===== config.mk =====
export PLATFORM = sky130hd
export DESIGN_NAME = fifo_sync
export DESIGN_NICKNAME = d
export VERILOG_FILES = /design/src/rtl/fifo_sync.sv
export SDC_FILE = /design/constraint.sdc
export NUM_CORES = 1
export LEC_CHECK = 0
export CORE_UTILIZATION = 41
export CTS_BUF_LIST = sky130_fd_sc_hd__clkbuf_16
export DETAILED_ROUTE_END_ITERATION = 8
export DONT_BUFFER_PORTS = 1
export PLACE_DENSITY_LB_ADDON = 0.15
export SETUP_SLACK_MARGIN = 0.15
export SLEW_MARGIN = 30
export SYNTH_ARGS = -nofsm -noshare
export SYNTH_HDL_FRONTEND = slang
export SYNTH_SLANG_ARGS = --single-unit

===== constraint.sdc =====
create_clock -name clock -period 3.7 [get_ports clock]
set_clock_uncertainty 0.1 [all_clocks]
set_input_delay 0 -clock clock [delete_from_list [all_inputs] [get_ports clock]]
set_output_delay 0 -clock clock [all_outputs]
set_load 0.005 [all_outputs]

===== src/rtl/fifo_sync.sv =====
// Single-clock FIFO with registered read data,
// registered status flags and sticky error flags.
module fifo_sync #(
  parameter int DEPTH    = 32,
  parameter int WIDTH    = 8,
  parameter int AF_LEVEL = DEPTH - 2,
  parameter int AE_LEVEL = 2
) (
  input  logic                       clock,
  input  logic                       reset,
  input  logic                       clear,
  input  logic [WIDTH-1:0]           data_in,
  input  logic                       write,
  input  logic                       read,
  output logic [WIDTH-1:0]           data_out,
  output logic                       data_valid,
  output logic                       full,
  output logic                       empty,
  output logic                       almost_full,
  output logic                       almost_empty,
  output logic [$clog2(DEPTH):0]     usedw,
  output logic                       overflow,
  output logic                       underflow
);

  localparam int AW = $clog2(DEPTH);
  localparam int CW = AW + 1;

  localparam logic [CW-1:0] FULL_N = CW'(DEPTH);
  localparam logic [CW-1:0] AF_N   = CW'(AF_LEVEL);
  localparam logic [CW-1:0] AE_N   = CW'(AE_LEVEL);

  logic [WIDTH-1:0] mem [DEPTH];

  logic [AW-1:0] wr_ptr;
  logic [AW-1:0] rd_ptr;
  logic [CW-1:0] used_nxt;

  logic flush;
  logic rd_acc;
  logic wr_acc;

  assign flush  = reset | clear;
  assign rd_acc = read & ~empty;
  // a full FIFO still takes a write when a read frees a slot
  assign wr_acc = write & (~full | rd_acc);

  always_comb begin
    used_nxt = usedw;
    unique case ({wr_acc, rd_acc})
      2'b10:   used_nxt = usedw + CW'(1);
      2'b01:   used_nxt = usedw - CW'(1);
      default: used_nxt = usedw;
    endcase
  end

  // storage is never reset; flushed requests must not land
  always_ff @(posedge clock) begin
    if (wr_acc && !flush) begin
      mem[wr_ptr] <= data_in;
    end
  end

  always_ff @(posedge clock) begin
    if (flush) begin
      wr_ptr       <= '0;
      rd_ptr       <= '0;
      usedw        <= '0;
      data_out     <= '0;
      data_valid   <= 1'b0;
      full         <= 1'b0;
      empty        <= 1'b1;
      almost_full  <= 1'b0;
      almost_empty <= 1'b1;
      overflow     <= 1'b0;
      underflow    <= 1'b0;
    end else begin
      if (wr_acc) begin
        wr_ptr <= wr_ptr + AW'(1);
      end
      if (rd_acc) begin
        rd_ptr   <= rd_ptr + AW'(1);
        data_out <= mem[rd_ptr];
      end
      data_valid   <= rd_acc;
      usedw        <= used_nxt;
      full         <= (used_nxt == FULL_N);
      empty        <= (used_nxt == '0);
      almost_full  <= (used_nxt >= AF_N);
      almost_empty <= (used_nxt <= AE_N);
      overflow     <= overflow | (write & ~wr_acc);
      underflow    <= underflow | (read & ~rd_acc);
    end
  end

endmodule


==> reports/qor.yml <==
power:
  p_per_area_nw_per_um2: 504
  comb_power_share: 0.029
  clockPowerShare: 0.438
  intPower_mw: 5.33
  p_seq_frac: 0.533
  irDropWorstVdd_mv: 0.351
  cellLeakagePower_nw: 4.12
  netSwitchingFraction: 0.199
  p_sw_mw: 1.32
timing:
  setup_viol: 0
  finalMaxSlewViolations: 0
  tns_ps: 0
  period_share: 0.863
  whs_ps: 115
  clock.fmax_ghz: 0.313
  fin_crit_ps: 3190
  slew_headroom: 0.436
  rsz0062_at_grt: "no"
  hold_violations: 0
  worst_slew_pin_slew_ps: 843
grt:
  grt_max_degree: 52
  grt_pass1_wl_um: 37800
  grt_pass1_vias: 6043
  grt_usage: 0.180
  antenna_found_initial: 0
  grt-ovfl-total: 0
floorplanning:
  io_pins: 34
  rows: 60
  initial_core_util: 0.420
  core_area_um2: 27100
  die_y_um: 169
  dieArea_um2: 28400
  die_x_um: 169
yosys:
  async_flop_share: 0
  synth_top_family_by_area: "multiplexers"
  yosys.area.top_type: "edfxtp_1"
  synth_cells: 615
  synth_nets: 636
  synth.area.top_cells: "edfxtp_1 (68%), mux4_2 (13%), dfxtp_1 (5.5%)"
  syn_area_um2: 11400
  synth_compound_area_frac: 0.0443
  synth.avg_cell_area_um2: 18.5
  synthFlopType: "edfxtp_1"
  ys_warn_count: 0
  synth_cell_types: 57
  synth_edf_count: 256
  synthMuxAreaShare: 0.136
  synthAdderAreaFrac: 0.00880
  synth_top_area_share: 0.676
  synth_simple_gate_area_frac: 0.0566
  ys_seq_area_frac: 0.730
  ys_ff_latch: 287
  synth-xor-area-share: 0.00847
worst_setup_path:
  cp_num_buf_inv: 1
  cp_top_family: "compound AO/OA/AOI/OAI gates"
  cpPeakStageDelay_ps: 340
  crit_path_top_delay_cell: "dfxtp_1"
  cp_cell_sequence: "nand2b_1, a21boi_4, inv_1, ha_2, xor2_1, ha_1, a211oi_1, nor4_1, a211oi_2, nand4_1, o31ai_2"
  path_class: "flop to flop"
  crit_path_max_fanout: 16
  r2r_end: "empty$_SDFF_PP1_"
  path_depth: 11
  rrSetupSlack_ps: 510
  required_ps: 4050
  reg2reg_depth: 11
  rr_startpoint: "empty$_SDFF_PP1_"
  start_kind: "flop"
  cp-end-kind: "flop"
  critical_path_arrival_ps: 3550
cells_and_area:
  nFillCells: 2235
  drive_gt1_frac: 0.229
  final_cell_mix: "edfxtp_1 (256), mux4_2 (64), nor2_1 (59)"
  num_antenna_cells: 0
  final_common_cell: "edfxtp_1"
  num-nets-final: 684
  area_delta_synth_final_pct: 16.1
  fin_area_um2: 13200
  layout.area.seq_um2: 8310
  multi_input_area_um2: 2910
placed_design:
  placed_cell_area_um2: 11900
  dp_hpwl_um: 15200
  gp_congestion: 0.790
  io_buffers: 0
worst_hold_path:
  hp-class: "input port to flop"
  holdPathStages: 3
  hp-start: "clear"
  hold_end: "empty$_SDFF_PP1_"
cts:
  cts_sinks: 287
  cts_buffers: 31
  post_cts_buffers: 0
  clock_path_buffers: 3
  clock_latency_ps: 550
  cts_max_level: 1
  clk_pin_slew_worst_paths_ps: 60
  root_buffer: "clkbuf_16"
  cts_tree: "built"
detailed_routing:
  vias_per_cell: 5.47
  wl_um: 24800
  wl_per_cell_um: 23.4
  dr.pass1.iters: 4
  drtIter0Drc: 421
  vias: 5790
  ant_nets: 0
  drc: 0
run_status:
  status: "finished clean"
run:
  drv_cap: 0
-- cells by family (layout without fill, tap and decap cells) --
logic type	after synthesis	in the layout
flip-flops	287	287
AND/OR/NAND/NOR	130	130
multiplexers	75	75
AO/OA/AOI/OAI	65	65
buffers and inverters	39	111
XOR/XNOR	11	11
adder cells (fa/ha/maj)	8	8
-- registers in the layout, indices dropped and copies added (netlist names), 5 cells and up --
name      flops
data_out      8
mem         256
rd_ptr        5
usedw         6
wr_ptr        5
-- Yosys cell counts, types with 2 or more instances --
master,count
a21oi_1,13
clkbuf_1,14
nor2_1,59
a22o_1,7
a211o_1,2
and2_1,3
nand2_1,21
xnor2_1,3
mux4_2,64
inv_1,5
buf_2,12
buf_1,4
or3b_2,3
buf_4,3
nor2b_1,5
a31oi_1,4
ha_1,8
xor2_1,8
dfxtp_1,31
o31ai_1,2
nand3b_1,5
nand3_1,13
nor3_1,2
a22oi_1,13
nand4_1,7
or3_1,2
edfxtp_1,256
mux2i_1,11
o221ai_1,7
-- tightest hold or removal path: stages --
cell and delay, ps:
nor2_1 20, dlygate4sd3_1 610, o31ai_2 90
-- layout make-up --
type,count,area share
clock buffer,31,0.0587
clock inverter,26,0.0149
multi-input combinational,289,0.220
tap,372,0.0352
sequential,287,0.629
timing repair buffer,48,0.0396
inverter,6,0.00171
-- metal layers --
metal	part of all wire	up-vias	track usage
li1	-	2597	-
met2	0.49	137	0.301
met1	0.43	3011	0.240
met5	0	-	0
met4	0.027	0	0.0581
met3	0.051	45	0.0341
-- repair_timing --
item                                   4_1_cts  5_1_grt
setup endpoints to repair                    0        3
hold buffers                                23        0
endpoints found under the hold margin      279        0
resized for setup                            0        3
-- power by group through the flow --
stage          combinational [mW]  clock [mW]  sequential [mW]
6_report                    0.191        2.92             3.55
5_1_grt                     0.209        3.12             3.55
4_1_cts                     0.193        2.99             3.55
3_5_place_dp                0.111           0             3.62
3_3_place_gp                0.109           0             3.62
2_1_floorplan              0.0894           0             3.61
-- worst max-delay path by stage --
stage                                 from                 endpoint  slack, ps
after global routing      empty$_SDFF_PP1_         empty$_SDFF_PP1_        200
final                     empty$_SDFF_PP1_         empty$_SDFF_PP1_        510
after CTS                 empty$_SDFF_PP1_         empty$_SDFF_PP1_        270
after global placement    empty$_SDFF_PP1_  almost_empty$_SDFF_PP1_        530
after detailed placement  empty$_SDFF_PP1_         empty$_SDFF_PP1_        380
after floorplan           empty$_SDFF_PP1_  almost_empty$_SDFF_PP1_        760
-- per-stage QoR --
stage               utilization  cells  setup WS [ps]  power [mW]
detailed placement        0.439    979            383        3.73
finish                    0.487   1059            506        6.65
global placement          0.439    979            529        3.72
CTS                       0.487   1059            269        6.73
floorplan                     -    615            762        3.70
global route              0.487   1059            198        6.87
Power figures use the tool's default switching activity.
